$ cat config.mk
export PLATFORM = sky130hd
export DESIGN_NAME = exm_flat
export DESIGN_NICKNAME = d
export VERILOG_FILES = /design/src/rtl/exm_if.sv /design/src/rtl/exm.sv /design/src/flat_wrapper.sv
export SDC_FILE = /design/constraint.sdc
export NUM_CORES = 1
export LEC_CHECK = 0
export CAP_MARGIN = 15
export CORE_UTILIZATION = 35
export CTS_CLUSTER_DIAMETER = 40
export DETAILED_ROUTE_END_ITERATION = 8
export PLACE_DENSITY = 0.58
export SYNTH_ARGS = -nofsm -noshare
export SYNTH_HDL_FRONTEND = slang
export SYNTH_SLANG_ARGS = --single-unit
$ cat constraint.sdc
create_clock -name clk_i -period 3.5 [get_ports clk_i]
set_clock_uncertainty 0.2 [all_clocks]
set_input_delay 0.7 -clock clk_i [delete_from_list [all_inputs] [get_ports clk_i]]
set_output_delay 0.7 -clock clk_i [all_outputs]
set_load 0.01 [all_outputs]
$ cat src/rtl/exm_if.sv
// Handshake and data bundle between decode, the execute stage and the load-store module.
interface exm_if;
  logic        input_valid_i;
  logic        input_ready_o;
  logic [31:0] pc_i;
  logic [31:0] alu_operand1_i;
  logic [31:0] alu_operand2_i;
  logic [2:0]  alu_op_i;
  logic        alu_sub_i;
  logic        shift_left_i;
  logic        shift_arith_i;
  logic [2:0]  branch_cond_i;
  logic [31:0] branch_base_i;
  logic [31:0] branch_offset_i;
  logic        reg_write_i;
  logic [4:0]  reg_addr_i;
  logic        ls_enable_i;
  logic        ls_write_i;
  logic [1:0]  ls_size_i;
  logic [31:0] ls_write_data_i;

  logic        output_valid_o;
  logic        output_ready_i;
  logic [31:0] alu_result_o;
  logic        ls_enable_o;
  logic        ls_write_o;
  logic [3:0]  ls_sel_o;
  logic [31:0] ls_write_data_o;
  logic        reg_write_o;
  logic [4:0]  reg_addr_o;
  logic        branch_o;
  logic [31:0] branch_target_o;

  modport master (
    output input_valid_i, pc_i, alu_operand1_i, alu_operand2_i, alu_op_i, alu_sub_i,
           shift_left_i, shift_arith_i, branch_cond_i, branch_base_i, branch_offset_i,
           reg_write_i, reg_addr_i, ls_enable_i, ls_write_i, ls_size_i, ls_write_data_i,
           output_ready_i,
    input  input_ready_o, output_valid_o, alu_result_o, ls_enable_o, ls_write_o, ls_sel_o,
           ls_write_data_o, reg_write_o, reg_addr_o, branch_o, branch_target_o
  );

  modport slave (
    input  input_valid_i, pc_i, alu_operand1_i, alu_operand2_i, alu_op_i, alu_sub_i,
           shift_left_i, shift_arith_i, branch_cond_i, branch_base_i, branch_offset_i,
           reg_write_i, reg_addr_i, ls_enable_i, ls_write_i, ls_size_i, ls_write_data_i,
           output_ready_i,
    output input_ready_o, output_valid_o, alu_result_o, ls_enable_o, ls_write_o, ls_sel_o,
           ls_write_data_o, reg_write_o, reg_addr_o, branch_o, branch_target_o
  );
endinterface

$ cat src/rtl/exm.sv
// Execute stage: integer ALU, branch resolution and load-store request formatting,
// with one elastic output register that holds until the load-store module accepts.
module exm (
  input  logic  clk_i,
  input  logic  rst_ni,
  exm_if.slave  bus
);

  localparam logic [2:0] OP_ADD   = 3'd0;
  localparam logic [2:0] OP_XOR   = 3'd1;
  localparam logic [2:0] OP_OR    = 3'd2;
  localparam logic [2:0] OP_AND   = 3'd3;
  localparam logic [2:0] OP_SLT   = 3'd4;
  localparam logic [2:0] OP_SLTU  = 3'd5;
  localparam logic [2:0] OP_SHIFT = 3'd6;

  localparam logic [2:0] BR_NONE   = 3'd0;
  localparam logic [2:0] BR_EQ     = 3'd1;
  localparam logic [2:0] BR_NE     = 3'd2;
  localparam logic [2:0] BR_LT     = 3'd3;
  localparam logic [2:0] BR_GE     = 3'd4;
  localparam logic [2:0] BR_LTU    = 3'd5;
  localparam logic [2:0] BR_GEU    = 3'd6;
  localparam logic [2:0] BR_ALWAYS = 3'd7;

  function automatic logic [31:0] alu_fn(
    input logic signed [31:0] a,
    input logic signed [31:0] b,
    input logic [2:0]         op,
    input logic               sub,
    input logic               left,
    input logic               arith
  );
    logic [4:0] amt;
    logic [31:0] res;
    amt = b[4:0];
    res = '0;
    case (op)
      OP_ADD:   res = sub ? (a - b) : (a + b);
      OP_XOR:   res = a ^ b;
      OP_OR:    res = a | b;
      OP_AND:   res = a & b;
      OP_SLT:   res = {31'd0, (a < b)};
      OP_SLTU:  res = {31'd0, ($unsigned(a) < $unsigned(b))};
      OP_SHIFT: begin
        if (left)       res = a << amt;
        else if (arith) res = a >>> amt;
        else            res = $unsigned(a) >> amt;
      end
      default:  res = '0;
    endcase
    return res;
  endfunction

  function automatic logic taken_fn(
    input logic signed [31:0] a,
    input logic signed [31:0] b,
    input logic [2:0]         cond
  );
    logic t;
    case (cond)
      BR_NONE:   t = 1'b0;
      BR_EQ:     t = (a == b);
      BR_NE:     t = (a != b);
      BR_LT:     t = (a < b);
      BR_GE:     t = (a >= b);
      BR_LTU:    t = ($unsigned(a) < $unsigned(b));
      BR_GEU:    t = ($unsigned(a) >= $unsigned(b));
      BR_ALWAYS: t = 1'b1;
      default:   t = 1'b0;
    endcase
    return t;
  endfunction

  // Half accesses ignore addr[0]; misaligned accesses are not handled here.
  function automatic logic [3:0] sel_fn(
    input logic       en,
    input logic [1:0] size,
    input logic [1:0] addr
  );
    logic [3:0] sel;
    if (!en) begin
      sel = 4'b0000;
    end else begin
      case (size)
        2'd0:    sel = 4'b0001 << addr;
        2'd1:    sel = addr[1] ? 4'b1100 : 4'b0011;
        default: sel = 4'b1111;
      endcase
    end
    return sel;
  endfunction

  function automatic logic [31:0] wdata_fn(
    input logic [1:0]  size,
    input logic [31:0] wd
  );
    logic [31:0] d;
    case (size)
      2'd0:    d = {4{wd[7:0]}};
      2'd1:    d = {2{wd[15:0]}};
      default: d = wd;
    endcase
    return d;
  endfunction

  logic signed [31:0] op1;
  logic signed [31:0] op2;
  logic [31:0]        alu_c;
  logic               taken_c;
  logic [31:0]        target_c;
  logic               xfer_in;
  logic               unused_pc;

  assign op1       = bus.alu_operand1_i;
  assign op2       = bus.alu_operand2_i;
  assign alu_c     = alu_fn(op1, op2, bus.alu_op_i, bus.alu_sub_i,
                            bus.shift_left_i, bus.shift_arith_i);
  assign taken_c   = taken_fn(op1, op2, bus.branch_cond_i);
  assign target_c  = (bus.branch_base_i + bus.branch_offset_i) & 32'hFFFF_FFFE;
  assign unused_pc = ^bus.pc_i;

  logic        vld_p0;
  logic [31:0] alu_p0;
  logic        ls_en_p0;
  logic        ls_wr_p0;
  logic [3:0]  ls_sel_p0;
  logic [31:0] ls_wdata_p0;
  logic        reg_wr_p0;
  logic [4:0]  reg_addr_p0;
  logic        branch_p0;
  logic [31:0] target_p0;

  assign bus.input_ready_o = !vld_p0 || bus.output_ready_i;
  assign xfer_in           = bus.input_valid_i && bus.input_ready_o;

  // ---- stage p0: output register, loaded on transfer in, held while stalled ----
  always_ff @(posedge clk_i or negedge rst_ni) begin
    if (!rst_ni) begin
      vld_p0      <= 1'b0;
      alu_p0      <= '0;
      ls_en_p0    <= 1'b0;
      ls_wr_p0    <= 1'b0;
      ls_sel_p0   <= '0;
      ls_wdata_p0 <= '0;
      reg_wr_p0   <= 1'b0;
      reg_addr_p0 <= '0;
      branch_p0   <= 1'b0;
      target_p0   <= '0;
    end else if (xfer_in) begin
      vld_p0      <= 1'b1;
      alu_p0      <= alu_c;
      ls_en_p0    <= bus.ls_enable_i;
      ls_wr_p0    <= bus.ls_enable_i && bus.ls_write_i;
      ls_sel_p0   <= sel_fn(bus.ls_enable_i, bus.ls_size_i, alu_c[1:0]);
      ls_wdata_p0 <= wdata_fn(bus.ls_size_i, bus.ls_write_data_i);
      reg_wr_p0   <= bus.reg_write_i;
      reg_addr_p0 <= bus.reg_addr_i;
      branch_p0   <= taken_c;
      target_p0   <= target_c;
    end else begin
      if (bus.output_ready_i) vld_p0 <= 1'b0;
      // The redirect is a single pulse, never repeated while the output is held.
      branch_p0 <= 1'b0;
    end
  end

  assign bus.output_valid_o  = vld_p0;
  assign bus.alu_result_o    = alu_p0;
  assign bus.ls_enable_o     = ls_en_p0;
  assign bus.ls_write_o      = ls_wr_p0;
  assign bus.ls_sel_o        = ls_sel_p0;
  assign bus.ls_write_data_o = ls_wdata_p0;
  assign bus.reg_write_o     = reg_wr_p0;
  assign bus.reg_addr_o      = reg_addr_p0;
  assign bus.branch_o        = branch_p0;
  assign bus.branch_target_o = target_p0;

endmodule

$ cat src/flat_wrapper.sv
// flat-port wrapper written by rule: the top's interface ports become plain ports
module exm_flat 
  (clk_i, rst_ni, bus_input_valid_i, bus_pc_i, bus_alu_operand1_i, bus_alu_operand2_i, bus_alu_op_i, bus_alu_sub_i, bus_shift_left_i, bus_shift_arith_i, bus_branch_cond_i, bus_branch_base_i, bus_branch_offset_i, bus_reg_write_i, bus_reg_addr_i, bus_ls_enable_i, bus_ls_write_i, bus_ls_size_i, bus_ls_write_data_i, bus_output_ready_i, bus_input_ready_o, bus_output_valid_o, bus_alu_result_o, bus_ls_enable_o, bus_ls_write_o, bus_ls_sel_o, bus_ls_write_data_o, bus_reg_write_o, bus_reg_addr_o, bus_branch_o, bus_branch_target_o);
  exm_if bus_i ();
  input  logic clk_i;
  input  logic rst_ni;
  input wire logic [$bits(bus_i.input_valid_i)-1:0] bus_input_valid_i;
  input wire logic [$bits(bus_i.pc_i)-1:0] bus_pc_i;
  input wire logic [$bits(bus_i.alu_operand1_i)-1:0] bus_alu_operand1_i;
  input wire logic [$bits(bus_i.alu_operand2_i)-1:0] bus_alu_operand2_i;
  input wire logic [$bits(bus_i.alu_op_i)-1:0] bus_alu_op_i;
  input wire logic [$bits(bus_i.alu_sub_i)-1:0] bus_alu_sub_i;
  input wire logic [$bits(bus_i.shift_left_i)-1:0] bus_shift_left_i;
  input wire logic [$bits(bus_i.shift_arith_i)-1:0] bus_shift_arith_i;
  input wire logic [$bits(bus_i.branch_cond_i)-1:0] bus_branch_cond_i;
  input wire logic [$bits(bus_i.branch_base_i)-1:0] bus_branch_base_i;
  input wire logic [$bits(bus_i.branch_offset_i)-1:0] bus_branch_offset_i;
  input wire logic [$bits(bus_i.reg_write_i)-1:0] bus_reg_write_i;
  input wire logic [$bits(bus_i.reg_addr_i)-1:0] bus_reg_addr_i;
  input wire logic [$bits(bus_i.ls_enable_i)-1:0] bus_ls_enable_i;
  input wire logic [$bits(bus_i.ls_write_i)-1:0] bus_ls_write_i;
  input wire logic [$bits(bus_i.ls_size_i)-1:0] bus_ls_size_i;
  input wire logic [$bits(bus_i.ls_write_data_i)-1:0] bus_ls_write_data_i;
  input wire logic [$bits(bus_i.output_ready_i)-1:0] bus_output_ready_i;
  output wire logic [$bits(bus_i.input_ready_o)-1:0] bus_input_ready_o;
  output wire logic [$bits(bus_i.output_valid_o)-1:0] bus_output_valid_o;
  output wire logic [$bits(bus_i.alu_result_o)-1:0] bus_alu_result_o;
  output wire logic [$bits(bus_i.ls_enable_o)-1:0] bus_ls_enable_o;
  output wire logic [$bits(bus_i.ls_write_o)-1:0] bus_ls_write_o;
  output wire logic [$bits(bus_i.ls_sel_o)-1:0] bus_ls_sel_o;
  output wire logic [$bits(bus_i.ls_write_data_o)-1:0] bus_ls_write_data_o;
  output wire logic [$bits(bus_i.reg_write_o)-1:0] bus_reg_write_o;
  output wire logic [$bits(bus_i.reg_addr_o)-1:0] bus_reg_addr_o;
  output wire logic [$bits(bus_i.branch_o)-1:0] bus_branch_o;
  output wire logic [$bits(bus_i.branch_target_o)-1:0] bus_branch_target_o;
  assign bus_i.input_valid_i = bus_input_valid_i;
  assign bus_i.pc_i = bus_pc_i;
  assign bus_i.alu_operand1_i = bus_alu_operand1_i;
  assign bus_i.alu_operand2_i = bus_alu_operand2_i;
  assign bus_i.alu_op_i = bus_alu_op_i;
  assign bus_i.alu_sub_i = bus_alu_sub_i;
  assign bus_i.shift_left_i = bus_shift_left_i;
  assign bus_i.shift_arith_i = bus_shift_arith_i;
  assign bus_i.branch_cond_i = bus_branch_cond_i;
  assign bus_i.branch_base_i = bus_branch_base_i;
  assign bus_i.branch_offset_i = bus_branch_offset_i;
  assign bus_i.reg_write_i = bus_reg_write_i;
  assign bus_i.reg_addr_i = bus_reg_addr_i;
  assign bus_i.ls_enable_i = bus_ls_enable_i;
  assign bus_i.ls_write_i = bus_ls_write_i;
  assign bus_i.ls_size_i = bus_ls_size_i;
  assign bus_i.ls_write_data_i = bus_ls_write_data_i;
  assign bus_i.output_ready_i = bus_output_ready_i;
  assign bus_input_ready_o = bus_i.input_ready_o;
  assign bus_output_valid_o = bus_i.output_valid_o;
  assign bus_alu_result_o = bus_i.alu_result_o;
  assign bus_ls_enable_o = bus_i.ls_enable_o;
  assign bus_ls_write_o = bus_i.ls_write_o;
  assign bus_ls_sel_o = bus_i.ls_sel_o;
  assign bus_ls_write_data_o = bus_i.ls_write_data_o;
  assign bus_reg_write_o = bus_i.reg_write_o;
  assign bus_reg_addr_o = bus_i.reg_addr_o;
  assign bus_branch_o = bus_i.branch_o;
  assign bus_branch_target_o = bus_i.branch_target_o;
  exm u_core (.clk_i(clk_i), .rst_ni(rst_ni), .bus(bus_i));
endmodule
### Word level (Yosys, flattened, before mapping)

Cells that the tools add are included.

| storage, ports and cells | value |
|---|---|
| memory bits (writable) | 0 |
| register bits after elaboration | 109 |
| bits of input ports | 215 |
| output and inout bits | 111 |
| bits in read-only memories | 0 |
| latch bits | 0 |
| memories | 0 |

| operators by class | value |
|---|---|
| mux-type cells | 12 |
| bitwise gates (word level) | 3 |
| shift operators | 4 |
| reductions and logical operators | 8 |
| equality and inequality tests | 16 |
| add/subtract/negate cells | 3 |
| multiply operators | 0 |
| magnitude comparators | 4 |
| divide/modulo/power cells | 0 |

Operators by type and width:

| operator | number |
|---|---|
| $pmux 32 s7 | 1 |
| $mux 32 | 3 |
| $add 32x32->32 | 2 |
| $ge 32x32->1 | 2 |
| $lt 32x32->1 | 2 |
| $pmux 32 s2 | 1 |
| $and 32x32->32 | 1 |
| $eq 32x32->1 | 1 |
| $ne 32x32->1 | 1 |
| $or 32x32->32 | 1 |
| $shl 32x5->32 | 1 |
| $shr 32x5->32 | 1 |
| $sshr 32x5->32 | 1 |
| $sub 32x32->32 | 1 |
| $xor 32x32->32 | 1 |
| $eq 3x3->1 const B | 7 |
| $eq 3x2->1 const B | 4 |
| $mux 4 | 2 |
| $pmux 1 s8 | 1 |
| $pmux 4 s2 | 1 |
| $eq 3x1->1 const B | 2 |
| $logic_not 3->1 | 2 |
| $shl 1x2->4 const A | 1 |
| $mux 1 | 3 |
| 6 further kinds | 7 |

### Depth between registers and ports, before layout

Gate-level depths: netlist of the first run.

| logic depth | value |
|---|---|
| word-level depth | 7 |
| mapped depth | 15 |
| mapped depth without buffers | 13 |

### Least setup slack after synthesis of the first run

OpenSTA, ideal clock, no wires.

| timing | value |
|---|---|
| path kind | input-to-reg |
| start point | in bus_alu_operand2_i[2] |
| end point | reg u_core.alu_p0[26], in the netlist u_core.bus.alu_result_o[26] |
| path slack | -0.476 ns |
| stages | 15 |
| data arrival time | 3.681 ns |
| library setup time | 0.095 ns |
| path through | buf_2 > inv_1 > buf_2 > buf_2 > buf_2 > ha_1 > nand2b_1 > a221oi_2 > o41a_4 > o211ai_1 > o21a_1 > o31ai_1 > a21oi_1 > o21a_1 > o31ai_1 |

| on the way | value |
|---|---|
| word-level cells in the longest chain between the ends | 4 |
| elaborated cells between the ends (all ways) | 9 |
| those cells by class | 2 x add/sub; 3 x shift; 4 x mux |

Ends and longest elaborated chain:

| what | RTL line | text |
|---|---|---|
| start, declared | flat_wrapper.sv:10 | `input wire logic [$bits(bus_i.alu_operand2_i)-1:0] bus_alu_operand2_i;` |
| parallel branches: the longest is 3 deep, another holds $add 32x32->32 | - |  |
| $pmux 32 s7 * | exm.sv:38 | `case (op)` |
| end signal, assigned | exm.sv:152 | `alu_p0 <= alu_c;` |
| end, declared | exm.sv:124 | `logic [31:0] alu_p0;` |

Every way passes the cells marked *.
A chain may end at the register's enable or synchronous reset.

### Worst setup path after layout of the first run

| timing | value |
|---|---|
| start point | in bus_alu_operand1_i[12] |
| end point | reg u_core.alu_p0[29], in the netlist u_core.bus.alu_result_o[29] |

| on the way | value |
|---|---|
| word-level cells in the longest chain between the ends | 4 |
| elaborated cells between the ends (all ways) | 9 |
| those cells by class | 2 x add/sub; 3 x shift; 4 x mux |

Ends and longest elaborated chain:

| what | RTL line | text |
|---|---|---|
| start, declared | flat_wrapper.sv:9 | `input wire logic [$bits(bus_i.alu_operand1_i)-1:0] bus_alu_operand1_i;` |
| parallel branches: the longest is 3 deep, another holds $add 32x32->32 | - |  |
| $pmux 32 s7 * | exm.sv:38 |  |

Marked as above.

==> results.yml, run 1 <==
critical_path:
  critical_path_required_ps: 3580
  cp_slowest_cell: "mux4_2"
  timing.rr.end: "u_core.bus.alu_result_o[29]"
  crit_type: "primary input to flip-flop"
  reg2reg_from: "u_core.bus.output_valid_o"
  r2r_slack_ps: 1010
  reg2reg_depth: 7
  cp-endpoint: "u_core.bus.alu_result_o[29]"
  max_stage_delay_ps: 490
  crit_path_end_kind: "flip-flop"
  worstPathCellList: "clkdlybuf4s50_1 > buf_4 > buf_4 > mux4_2 > mux2_2 > nand2_1 > o21ai_1 > a21oi_1 > nor3_1 > a221o_1 > a311oi_1 > nand3_1"
  crit_arrival_ps: 3540
  critPathLaunch: "bus_alu_operand1_i[12]"
  critPathLaunchType: "primary input"
  critPathMaxFanout: 6
  crit_top_cell: "buf_4"
yosys:
  synth_flop_cell: "dfrtp_1"
  synthCells: 1917
  synth.avg_cell_area_um2: 7.79
  synthDistinctLibCells: 93
  synth_edf_count: 0
  synth.area.top_cells: "dfrtp_1, ha_1, mux4_2"
  synth_warnings: 0
  synth_top_cell_area_share_pct: 18.3
  yosysSeqAreaShare_pct: 18.3
  yosys.cell_count.top_type: "nand2_1"
  async_flop_share_pct: 100
  synth.cell_area_um2: 14900
  synthTopCellsByCount: "nand2_1, o21ai_0, nor2_1, a21oi_1, ha_1"
  synth_top_area_cell: "dfrtp_1"
  ys_ff_latch: 109
  syn_nets: 2262
timing:
  setup_viol: 0
  fin_crit_sh_pct: 98.8
  layout_setup_ws_ps: 41.2
  hold_ws_ps: 75.0
  fin_crit_ps: 3460
  maxSlewHeadroom_pct: 48.7
  fmax_mhz: 289
  rsz0062_at_grt: "yes"
  worst_pin_slew_ps: 767
  hold_viol: 0
  drv_slew: 0
global_routing:
  overflow: 0
  grt_pass1_wl_um: 109000
  antenna_found_initial: 1
  grtUsageTotal_pct: 33.2
  grt_max_degree: 88
  first_global_vias: 17100
clock_tree:
  cts_num_sinks: 109
  path_clk_slew_ps: 100
  ctsHoldBuffers: 0
  htreeDepth: 3
  cts_buffer_depth: 2
  clk_latency_ps: 390
  cts_tree: "done"
  cts_inserted_buffers: 9
  cts_root_buffer: "clkbuf_16"
power_and_ir_drop:
  powerDensity_nw_per_um2: 292
  p_total_mw: 6.51
  p_leak_nw: 10.1
  vdd_ir_drop_max_uv: 222
floorplanning:
  start_util_pct: 35.5
  io_pins: 326
  die_area_um2: 43500
  core_area_um2: 42000
  row_count: 75
  dieWidth_um: 208
  die_height_um: 208
route:
  wire_per_inst_um: 23.9
  drtIter0Drc: 1506
  totalWireLength_um: 73600
  drc: 0
  final_antenna_net_count: 0
  viasPerCell: 5.75
  vias: 17700
  first_pass_iters: 5
placement:
  dpl_worst_slack_ps: -711
  io_buffer_count: 292
  dp.final_hpwl_um: 59200
  place.gp.congestion: 1.04
worst_hold_path:
  min_path_type: "primary input to async pin"
outcome:
  outcome: "completed"
layout:
  syn_to_final_growth_pct: 49.6
  final_nets: 2876
  drive_above_1_share_pct: 27.1
run:
  maxCapViolCount: 0
## worst max-delay path: cells and delay by family
| family | cells | cell delay (ps) |
|---|---|---|
| mux | 2 | 820 |
| buf+inv | 3 | 720 |
| compound gates | 4 | 970 |
| simple gates | 3 | 330 |
## logic make-up (layout without fill, tap and decap cells)
family	count (synthesis)	count (layout)	synth area share [%]
AO/OA/AOI/OAI	640	640	27.2
XOR/XNOR	44	44	2.58
multiplexers	170	170	16.8
AND/OR/NAND/NOR	573	573	17.1
other	1	2	0.0251
buffers and inverters	250	869	6.97
adder cells (fa/ha/maj)	130	130	11.0
flip-flops	109	109	18.3
## power by group
part           switching (mW)  internal (mW)
registers               0.148           1.47
clock network           0.640          0.524
logic                    1.90           1.83
total                    2.68           3.83
## metrics by stage
step / cell area (µm²) / util, % / TNS (ps) / cells
after floorplan: 15000 / - / -164 / 1917
after global placement: 21300 / 50.7 / -15880 / 3047
after detailed placement: 21300 / 50.7 / -17760 / 3047
after CTS: 21800 / 52.0 / -2.93 / 3070
after global routing: 22300 / 53.1 / -44.5 / 3075
final: 22300 / 53.1 / 0 / 3076
## how the worst min path moves through the flow
stage,startpoint,to,slack [ps],cells past startpoint
after CTS,rst_ni,u_core.bus.alu_result_o[14],90,1
after detailed placement,u_core.bus.ls_write_o,u_core.bus.ls_write_o,260,2
final,rst_ni,u_core.bus.alu_result_o[21],80,1
after global placement,u_core.bus.branch_target_o[15],u_core.bus.branch_target_o[15],250,2
after floorplan,rst_ni,u_core.bus.alu_result_o[0],200,0
after global routing,rst_ni,u_core.bus.alu_result_o[21],110,1
## layout make-up
type	instances	area, µm²
Fill cell	4084	19700
Multi-Input combinational cell	1558	11800
Timing Repair Buffer	736	6410
Sequential cell	109	2730
Tap cell	539	674
Inverter	117	443
Clock buffer	9	225
Clock inverter	7	93.8
Antenna cell	1	2.50
## state kept, by name, indices dropped and copies added (netlist names)
signal	cells
u_core.bus.ls_sel_o	4
u_core.bus.alu_result_o	32
u_core.bus.ls_write_o	1
u_core.bus.output_valid_o	1
u_core.bus.ls_write_data_o	32
u_core.bus.branch_target_o	31
u_core.bus.reg_write_o	1
u_core.bus.ls_enable_o	1
u_core.bus.reg_addr_o	5
u_core.bus.branch_o	1
## timing repair
item                                    CTS  global route
endpoints found under the setup margin   22            32
buffers inserted                          7             5
pin swaps                                13            33
gates resized for setup                  48           100
## routing by layer
| metal | GRT usage [%] | vias to the layer above | routed length [µm] |
|---|---|---|---|
| met2 | 54.3 | 783 | 34100 |
| met1 | 42.1 | 8496 | 30500 |
| met3 | 4.56 | 164 | 4750 |
| met5 | 0 | - | 0 |
| li1 | - | 8244 | - |
| met4 | 18.6 | 0 | 4360 |
## cell usage in the layout (no fill, tap or decap), types with 34 or more instances in the layout
master           instances
ha_1                   101
buf_4                  428
mux2i_1                 74
clkdlybuf4s50_1        265
mux4_2                  60
nand2_1                228
a21o_1                  34
nor2_1                 173
inv_1                  100
dfrtp_1                109
o21ai_0                179
a21oi_1                145
No activity file was read; power rests on OpenSTA's default activity.
==> run 2, diff against run 1 <==
ABC_CLOCK_PERIOD_IN_PS = 3500   (was unset)
==> results of run 2 <==
The final DEF is identical to that of run 1; final timing and power are the same.
